## src/rtl/maple_transmitter_if.sv

```systemverilog
// AXI4-Stream byte channel feeding the Maple Bus transmitter.
// The master drives payload bytes; the slave (transmitter) answers with TREADY.
interface maple_transmitter_if;
   logic [7:0] TDATA;
   logic       TVALID;
   logic       TLAST;
   logic       TREADY;

   modport master (output TDATA, TVALID, TLAST, input TREADY);
   modport slave  (input TDATA, TVALID, TLAST, output TREADY);
endinterface

```

## src/rtl/maple_transmitter.sv

```systemverilog
// Maple Bus frame transmitter: start pattern, MSB-first data bits and end pattern on SDCKA/SDCKB.
// Every line level is held for CLKS_PER_STEP cycles; the pads are released outside a frame.
module maple_transmitter #(
   parameter int CLKS_PER_STEP    = 4,
   parameter int UNDERRUN_TIMEOUT = 256
) (
   input  logic               S_AXIS_ACLK,
   input  logic               S_AXIS_ARESET,
   maple_transmitter_if.slave s_axis,
   input  logic [1:0]         MODE,
   input  logic               ENABLE,
   output logic               SDCKA_O,
   output logic               SDCKB_O,
   output logic               SDCK_OE,
   output logic               TRANSMITTING,
   output logic               UNDERRUN
);
   localparam int CW = $clog2(CLKS_PER_STEP);
   localparam int UW = $clog2(UNDERRUN_TIMEOUT + 1);
   localparam logic [CW-1:0] STEP_LAST = CW'(CLKS_PER_STEP - 1);
   localparam logic [UW-1:0] UND_LAST  = UW'(UNDERRUN_TIMEOUT - 1);

   typedef enum logic [2:0] {S_IDLE, S_START, S_LOAD, S_DATA, S_END, S_GUARD} state_t;

   state_t        state_reg;
   logic [CW-1:0] cnt_reg;
   logic [4:0]    idx_reg;
   logic [2:0]    bit_reg;
   logic [3:0]    n_reg;
   logic [7:0]    data_reg;
   logic          last_reg;
   logic [UW-1:0] ucnt_reg;
   logic          a_reg, b_reg, oe_reg, tx_reg, underrun_reg;

   logic          step_done;
   logic [4:0]    idx_inc;
   logic [2:0]    bit_dec;

   assign step_done     = (cnt_reg == STEP_LAST);
   assign idx_inc       = idx_reg + 5'd1;
   assign bit_dec       = bit_reg - 3'd1;
   assign s_axis.TREADY = (state_reg == S_LOAD) && s_axis.TVALID;

   assign SDCKA_O      = a_reg;
   assign SDCKB_O      = b_reg;
   assign SDCK_OE      = oe_reg;
   assign TRANSMITTING = tx_reg;
   assign UNDERRUN     = underrun_reg;

   function automatic logic [3:0] pulse_count(input logic [1:0] m);
      case (m)
         2'b01:   return 4'd6;
         2'b10:   return 4'd14;
         default: return 4'd4;
      endcase
   endfunction

   // Start step i: 0 -> A0B1, then alternating B low/high pulses, last step (2N+1) -> A1B1.
   function automatic logic [1:0] start_level(input logic [4:0] i, input logic [3:0] n);
      if (i == {n, 1'b1})
         return 2'b11;
      else if (i[0])
         return 2'b00;
      else
         return 2'b01;
   endfunction

   // Odd bits strobe on A with data on B, even bits the other way round.
   function automatic logic [1:0] data_level(input logic [2:0] b, input logic [1:0] ph, input logic d);
      logic strobe;
      strobe = (ph != 2'd1);
      return b[0] ? {strobe, d} : {d, strobe};
   endfunction

   function automatic logic [1:0] end_level(input logic [4:0] i);
      case (i)
         5'd1, 5'd3: return 2'b00;
         5'd5:       return 2'b11;
         default:    return 2'b10;
      endcase
   endfunction

   always_ff @(posedge S_AXIS_ACLK) begin
      if (S_AXIS_ARESET) begin
         state_reg    <= S_IDLE;
         cnt_reg      <= '0;
         idx_reg      <= '0;
         bit_reg      <= '0;
         n_reg        <= '0;
         data_reg     <= '0;
         last_reg     <= 1'b0;
         ucnt_reg     <= '0;
         a_reg        <= 1'b1;
         b_reg        <= 1'b1;
         oe_reg       <= 1'b0;
         tx_reg       <= 1'b0;
         underrun_reg <= 1'b0;
      end else begin
         underrun_reg <= 1'b0;
         cnt_reg      <= step_done ? '0 : cnt_reg + CW'(1);
         case (state_reg)
            S_IDLE: begin
               cnt_reg <= '0;
               if (ENABLE && s_axis.TVALID) begin
                  n_reg     <= pulse_count(MODE);
                  idx_reg   <= '0;
                  ucnt_reg  <= '0;
                  a_reg     <= 1'b0;
                  b_reg     <= 1'b1;
                  oe_reg    <= 1'b1;
                  tx_reg    <= 1'b1;
                  state_reg <= S_START;
               end
            end
            S_START: if (step_done) begin
               if (idx_reg == {n_reg, 1'b1}) begin
                  state_reg <= S_LOAD;
               end else begin
                  idx_reg          <= idx_inc;
                  {a_reg, b_reg}   <= start_level(idx_inc, n_reg);
               end
            end
            S_LOAD: begin
               // The load cycle is extra time on the A1B1 level, not a step of its own.
               cnt_reg <= '0;
               if (s_axis.TVALID) begin
                  data_reg       <= s_axis.TDATA;
                  last_reg       <= s_axis.TLAST;
                  ucnt_reg       <= '0;
                  bit_reg        <= 3'd7;
                  idx_reg        <= '0;
                  {a_reg, b_reg} <= data_level(3'd7, 2'd0, s_axis.TDATA[7]);
                  state_reg      <= S_DATA;
               end else if (ucnt_reg == UND_LAST) begin
                  underrun_reg   <= 1'b1;
                  ucnt_reg       <= '0;
                  idx_reg        <= '0;
                  {a_reg, b_reg} <= end_level(5'd0);
                  state_reg      <= S_END;
               end else begin
                  ucnt_reg <= ucnt_reg + UW'(1);
               end
            end
            S_DATA: if (step_done) begin
               if (idx_reg == 5'd2) begin
                  idx_reg <= '0;
                  if (bit_reg != 3'd0) begin
                     bit_reg        <= bit_dec;
                     {a_reg, b_reg} <= data_level(bit_dec, 2'd0, data_reg[bit_dec]);
                  end else if (last_reg) begin
                     {a_reg, b_reg} <= end_level(5'd0);
                     state_reg      <= S_END;
                  end else begin
                     {a_reg, b_reg} <= 2'b11;
                     state_reg      <= S_LOAD;
                  end
               end else begin
                  idx_reg        <= idx_inc;
                  {a_reg, b_reg} <= data_level(bit_reg, idx_inc[1:0], data_reg[bit_reg]);
               end
            end
            S_END: if (step_done) begin
               if (idx_reg == 5'd5) begin
                  idx_reg   <= '0;
                  state_reg <= S_GUARD;
               end else begin
                  idx_reg        <= idx_inc;
                  {a_reg, b_reg} <= end_level(idx_inc);
               end
            end
            S_GUARD: if (step_done) begin
               if (idx_reg == 5'd1) begin
                  idx_reg   <= '0;
                  oe_reg    <= 1'b0;
                  tx_reg    <= 1'b0;
                  state_reg <= S_IDLE;
               end else begin
                  idx_reg <= idx_inc;
               end
            end
            default: state_reg <= S_IDLE;
         endcase
      end
   end
endmodule
```

## src/flat_wrapper.sv

```systemverilog
// flat-port wrapper written by rule: the top's interface ports become plain ports
module maple_transmitter_flat 
#(
   parameter int CLKS_PER_STEP    = 4,
   parameter int UNDERRUN_TIMEOUT = 256
)
  (S_AXIS_ACLK, S_AXIS_ARESET, MODE, ENABLE, SDCKA_O, SDCKB_O, SDCK_OE, TRANSMITTING, UNDERRUN, s_axis_TDATA, s_axis_TVALID, s_axis_TLAST, s_axis_TREADY);
  maple_transmitter_if s_axis_i ();
  input  logic S_AXIS_ACLK;
  input  logic S_AXIS_ARESET;
  input  logic [1:0] MODE;
  input  logic ENABLE;
  output logic SDCKA_O;
  output logic SDCKB_O;
  output logic SDCK_OE;
  output logic TRANSMITTING;
  output logic UNDERRUN;
  input wire logic [$bits(s_axis_i.TDATA)-1:0] s_axis_TDATA;
  input wire logic [$bits(s_axis_i.TVALID)-1:0] s_axis_TVALID;
  input wire logic [$bits(s_axis_i.TLAST)-1:0] s_axis_TLAST;
  output wire logic [$bits(s_axis_i.TREADY)-1:0] s_axis_TREADY;
  assign s_axis_i.TDATA = s_axis_TDATA;
  assign s_axis_i.TVALID = s_axis_TVALID;
  assign s_axis_i.TLAST = s_axis_TLAST;
  assign s_axis_TREADY = s_axis_i.TREADY;
  maple_transmitter #(.CLKS_PER_STEP(CLKS_PER_STEP), .UNDERRUN_TIMEOUT(UNDERRUN_TIMEOUT)) u_core (.S_AXIS_ACLK(S_AXIS_ACLK), .S_AXIS_ARESET(S_AXIS_ARESET), .s_axis(s_axis_i), .MODE(MODE), .ENABLE(ENABLE), .SDCKA_O(SDCKA_O), .SDCKB_O(SDCKB_O), .SDCK_OE(SDCK_OE), .TRANSMITTING(TRANSMITTING), .UNDERRUN(UNDERRUN));
endmodule
```

## config.mk

```make
export PLATFORM = sky130hd
export DESIGN_NAME = maple_transmitter_flat
export DESIGN_NICKNAME = d
export VERILOG_FILES = /design/src/rtl/maple_transmitter_if.sv /design/src/rtl/maple_transmitter.sv /design/src/flat_wrapper.sv
export SDC_FILE = /design/constraint.sdc
export NUM_CORES = 1
export LEC_CHECK = 0
export BUFFER_PORTS_ARGS = -buffer_cell sky130_fd_sc_hd__buf_2
export CORE_AREA = 2 2 84 66
export DETAILED_ROUTE_END_ITERATION = 16
export DIE_AREA = 0 0 86 68
export PLACE_DENSITY = 0.73
export SYNTH_ARGS = -nofsm -noshare
export SYNTH_HDL_FRONTEND = slang
export SYNTH_SLANG_ARGS = --single-unit
```

## constraint.sdc

```tcl
create_clock -name S_AXIS_ACLK -period 3.27 [get_ports S_AXIS_ACLK]
set_input_delay 0.654 -clock S_AXIS_ACLK [delete_from_list [all_inputs] [get_ports S_AXIS_ACLK]]
set_output_delay 0.654 -clock S_AXIS_ACLK [all_outputs]
set_load 0.02 [all_outputs]
```

==> impl_metrics.csv <==
group,metric,value,unit
finish,final_cells,367,
clocking,clock_latency,0.30,ns
yosys,synth.area.top_cells,"dfxtp_1 31%, a21oi_1 5.3%, ha_1 4.6%, nand2_1 4.6%, mux4_2 3.7%",
power_and_ir_drop,power_frac_seq,44.2,%
critical_path,r2r_cells,7,
floorplanning,die_h,68,um
clocking,cts_max_level,2,
finish,largest_reg_flops,9,
yosys,synth_ff_type,"dfxtp_1",
timing,setup_ws,0.3029,ns
drt,routed-via-count,2195,
finish,syn_to_final_growth,8.461,%
worst_hold_path,hold_path_class,"flop to flop",
finish,nFillCells,475,
timing,setup_viol,0,
floorplanning,num_rows,23,
yosys,synth_commonest_cells,"38 x dfxtp_1, 30 x nand2_1, 26 x a21oi_1",
timing,fmax,337.0,MHz
timing,timing.hold.ws,0.4310,ns
critical_path,r2r-end,"u_core.SDCKA_O",
timing,drv_slew,0,
timing,hold_viol,0,
drt,viasPerCell,5.981,
floorplanning,core-area,5094,um2
drt,wl,5.625,mm
finish,diodes,0,
floorplanning,io_pins,21,
critical_path,critPathSlowestCell,"dfxtp_1",
clocking,post_cts_resized,0,
timing,fin_setup_tns,0,ns
placed_design,place.gp.congestion,0.8517,
drt,drtIter0Drc,147,
timing,period_share,90.74,%
floorplanning,die_x,86,um
power_and_ir_drop,internal_power,0.0008385,W
power_and_ir_drop,p_clk_share,43.5,%
placed_design,dp.cells,359,
clocking,clock-sinks,38,
worst_hold_path,holdPathEnd,"u_core.cnt_reg[0]",
global_routing,grt_use_total,21.06,%
yosys,ys_types,62,
yosys,synth_seq_cells,38,
power_and_ir_drop,ir_drop,0.0002669,V
clocking,clk_path_buf_depth,2,
timing,rsz0062_at_grt,"false",
yosys,synth_top_area_share,30.99,%
critical_path,crit_arrival,2.31,ns
power_and_ir_drop,comb_power_share,12.3,%
placed_design,preCtsSetupSlack,0.6974,ns
global_routing,antenna_found_initial,0,
critical_path,worstSetupStartpointType,"flop",
yosys,ys_seq_area_share,30.99,%
power_and_ir_drop,p_per_area,424.3,nW/um2
power_and_ir_drop,swShare,25.78,%
global_routing,grt_overflow,0,
yosys,yosys_warnings,0,
finish,seqCellArea,760.7,um2
drt,ant_nets,0,
placed_design,port_buffers,20,
yosys,yosysMostFrequentCell,"dfxtp_1",
worst_hold_path,hold_depth,1,
global_routing,grt_first_pass_wirelength,9.625,mm
critical_path,r2r_start,"u_core.bit_reg[0]",
power_and_ir_drop,p_leak,0.9705,nW
critical_path,reg2reg_slack,0.74,ns
critical_path,critical_path.max_stage_delay,0.84,ns
timing,timing.final.crit_period,2.967,ns
yosys,synth_edf_count,0,
drt,wl_per_cell,15.33,um
timing,finalClockSkew,0.003700,ns
finish,multi_input_area,1523,um2
run,max_cap_violations,0,
critical_path,path_buf_inv,2,
critical_path,crit_path_end_kind,"output port",
yosys,syn_area,2455,um2
clocking,cts_made_buffers,5,
floorplanning,die-area,5848,um2
run_status,status,"complete, no violations",
drt,firstDrtPassIters,4,
yosys,synth_cells,292,
clocking,cts_hold_buf,0,
critical_path,required,2.62,ns
finish,final_nets,328,
placed_design,dpl.hpwl,4.038,mm
critical_path,crit_chain,"nor2b_1, nand2_1, clkinv_1, buf_2",
timing,slew_headroom,47.62,%
clocking,root_buffer,"clkbuf_8",
global_routing,grt_start_max_net_pins,30,
finish,drive_gt1_share,14.43,%
critical_path,crit_type,"flop to output port",
critical_path,crit_family,"flip-flops",
yosys,async_flop_share,0,%
clocking,tritoncts,"yes",
timing,worst_pin_slew,0.7847,ns
critical_path,cp_max_fo,24,
yosys,avgSynthCellArea,8.407,um2
clocking,clkTransAtPathRegs,0.08,ns
global_routing,grt_pass1_vias,1947,
power_and_ir_drop,p_switching,0.0002913,W
floorplanning,start_util,48.19,%
yosys,synth_area_leader_cell,"dfxtp_1",
yosys,synth_fp_nets,316,
clocking,cts_setup_buffers,0,
worst_hold_path,holdCritStartpoint,"u_core.cnt_reg[0]",
drt,route.detailed.drc,0,
[per-stage QoR]
stage          util, %  cell area [um2]  total power [W]
2_1_floorplan        -             2455        0.0006124
3_3_place_gp     49.57             2525        0.0006442
3_5_place_dp     49.57             2525        0.0006466
4_1_cts          52.27             2663         0.001140
5_1_grt          52.27             2663         0.001178
6_report         52.27             2663         0.001130
[worst register-to-register path, delay by kind of cell, from the launching register on]
kind | cells | cell delay (ns)
AOI/OAI and AO/OA | 3 | 0.69
adders and majority gates | 1 | 0.39
buffers and inverters | 1 | 0.16
DFF | 1 | 0.56
muxes | 1 | 0.53
and+or+nand+nor | 1 | 0.07
[area by class of cell]
cell class	instances	area share, %
Inverter	13	1.833
Timing Repair Buffer	22	4.323
Clock inverter	3	2.585
Multi-Input combinational cell	224	57.19
Sequential cell	38	28.57
Clock buffer	5	2.585
Tap cell	62	2.914
[per-layer routing]
metal,vias up,share of wire (%),global-route usage (%)
met5,-,0,0
met4,0,0.98,7.143
met3,5,6.3,4.101
met2,67,40,30.04
met1,1013,52,31.49
li1,1110,-,-
[worst max-delay path by stage]
stage               slack (ns)  cells after the start                 from              to
detailed placement        0.70                      4  u_core.state_reg[0]   s_axis_TREADY
floorplan                 0.94                      8    u_core.bit_reg[0]  u_core.SDCKA_O
global route              0.13                      4  u_core.state_reg[0]   s_axis_TREADY
finish                    0.30                      4  u_core.state_reg[0]   s_axis_TREADY
global placement          0.77                      4  u_core.state_reg[0]   s_axis_TREADY
CTS                       0.35                      4  u_core.state_reg[0]   s_axis_TREADY
[logic make-up after synthesis]
| kind of cell | count (synthesis) | share of synthesized area, % |
|---|---|---|
| buffers and inverters | 30 | 6.982 |
| flip-flops | 38 | 30.99 |
| AND/OR/NAND/NOR | 116 | 26.20 |
| multiplexers | 7 | 4.893 |
| adder cells (fa/ha/maj) | 9 | 4.587 |
| XOR/XNOR | 12 | 4.281 |
| AO/OA/AOI/OAI | 80 | 22.07 |
[layout by cell type (no fill, tap or decap), types with 6 or more instances in the layout]
cell / Yosys / layout
a21oi_1: 26 / 26
buf_2: 2 / 20
dfxtp_1: 38 / 38
ha_1: 9 / 9
inv_1: 12 / 12
nand2_1: 30 / 30
nand4_1: 9 / 9
nor2_1: 23 / 23
nor2b_1: 6 / 6
nor4_1: 7 / 7
o21ai_0: 8 / 8
xnor2_1: 7 / 7
[power groups by stage]
stage | registers (W) | logic (W) | clock network (W)
after floorplan | 0.000500 | 0.000112 | 0
after global placement | 0.000508 | 0.000136 | 0
after detailed placement | 0.000509 | 0.000137 | 0
after CTS | 0.000498 | 0.000138 | 0.000504
after global routing | 0.000502 | 0.000155 | 0.000521
final | 0.000499 | 0.000139 | 0.000492
Note: power is estimated with default switching activity, not from simulation.
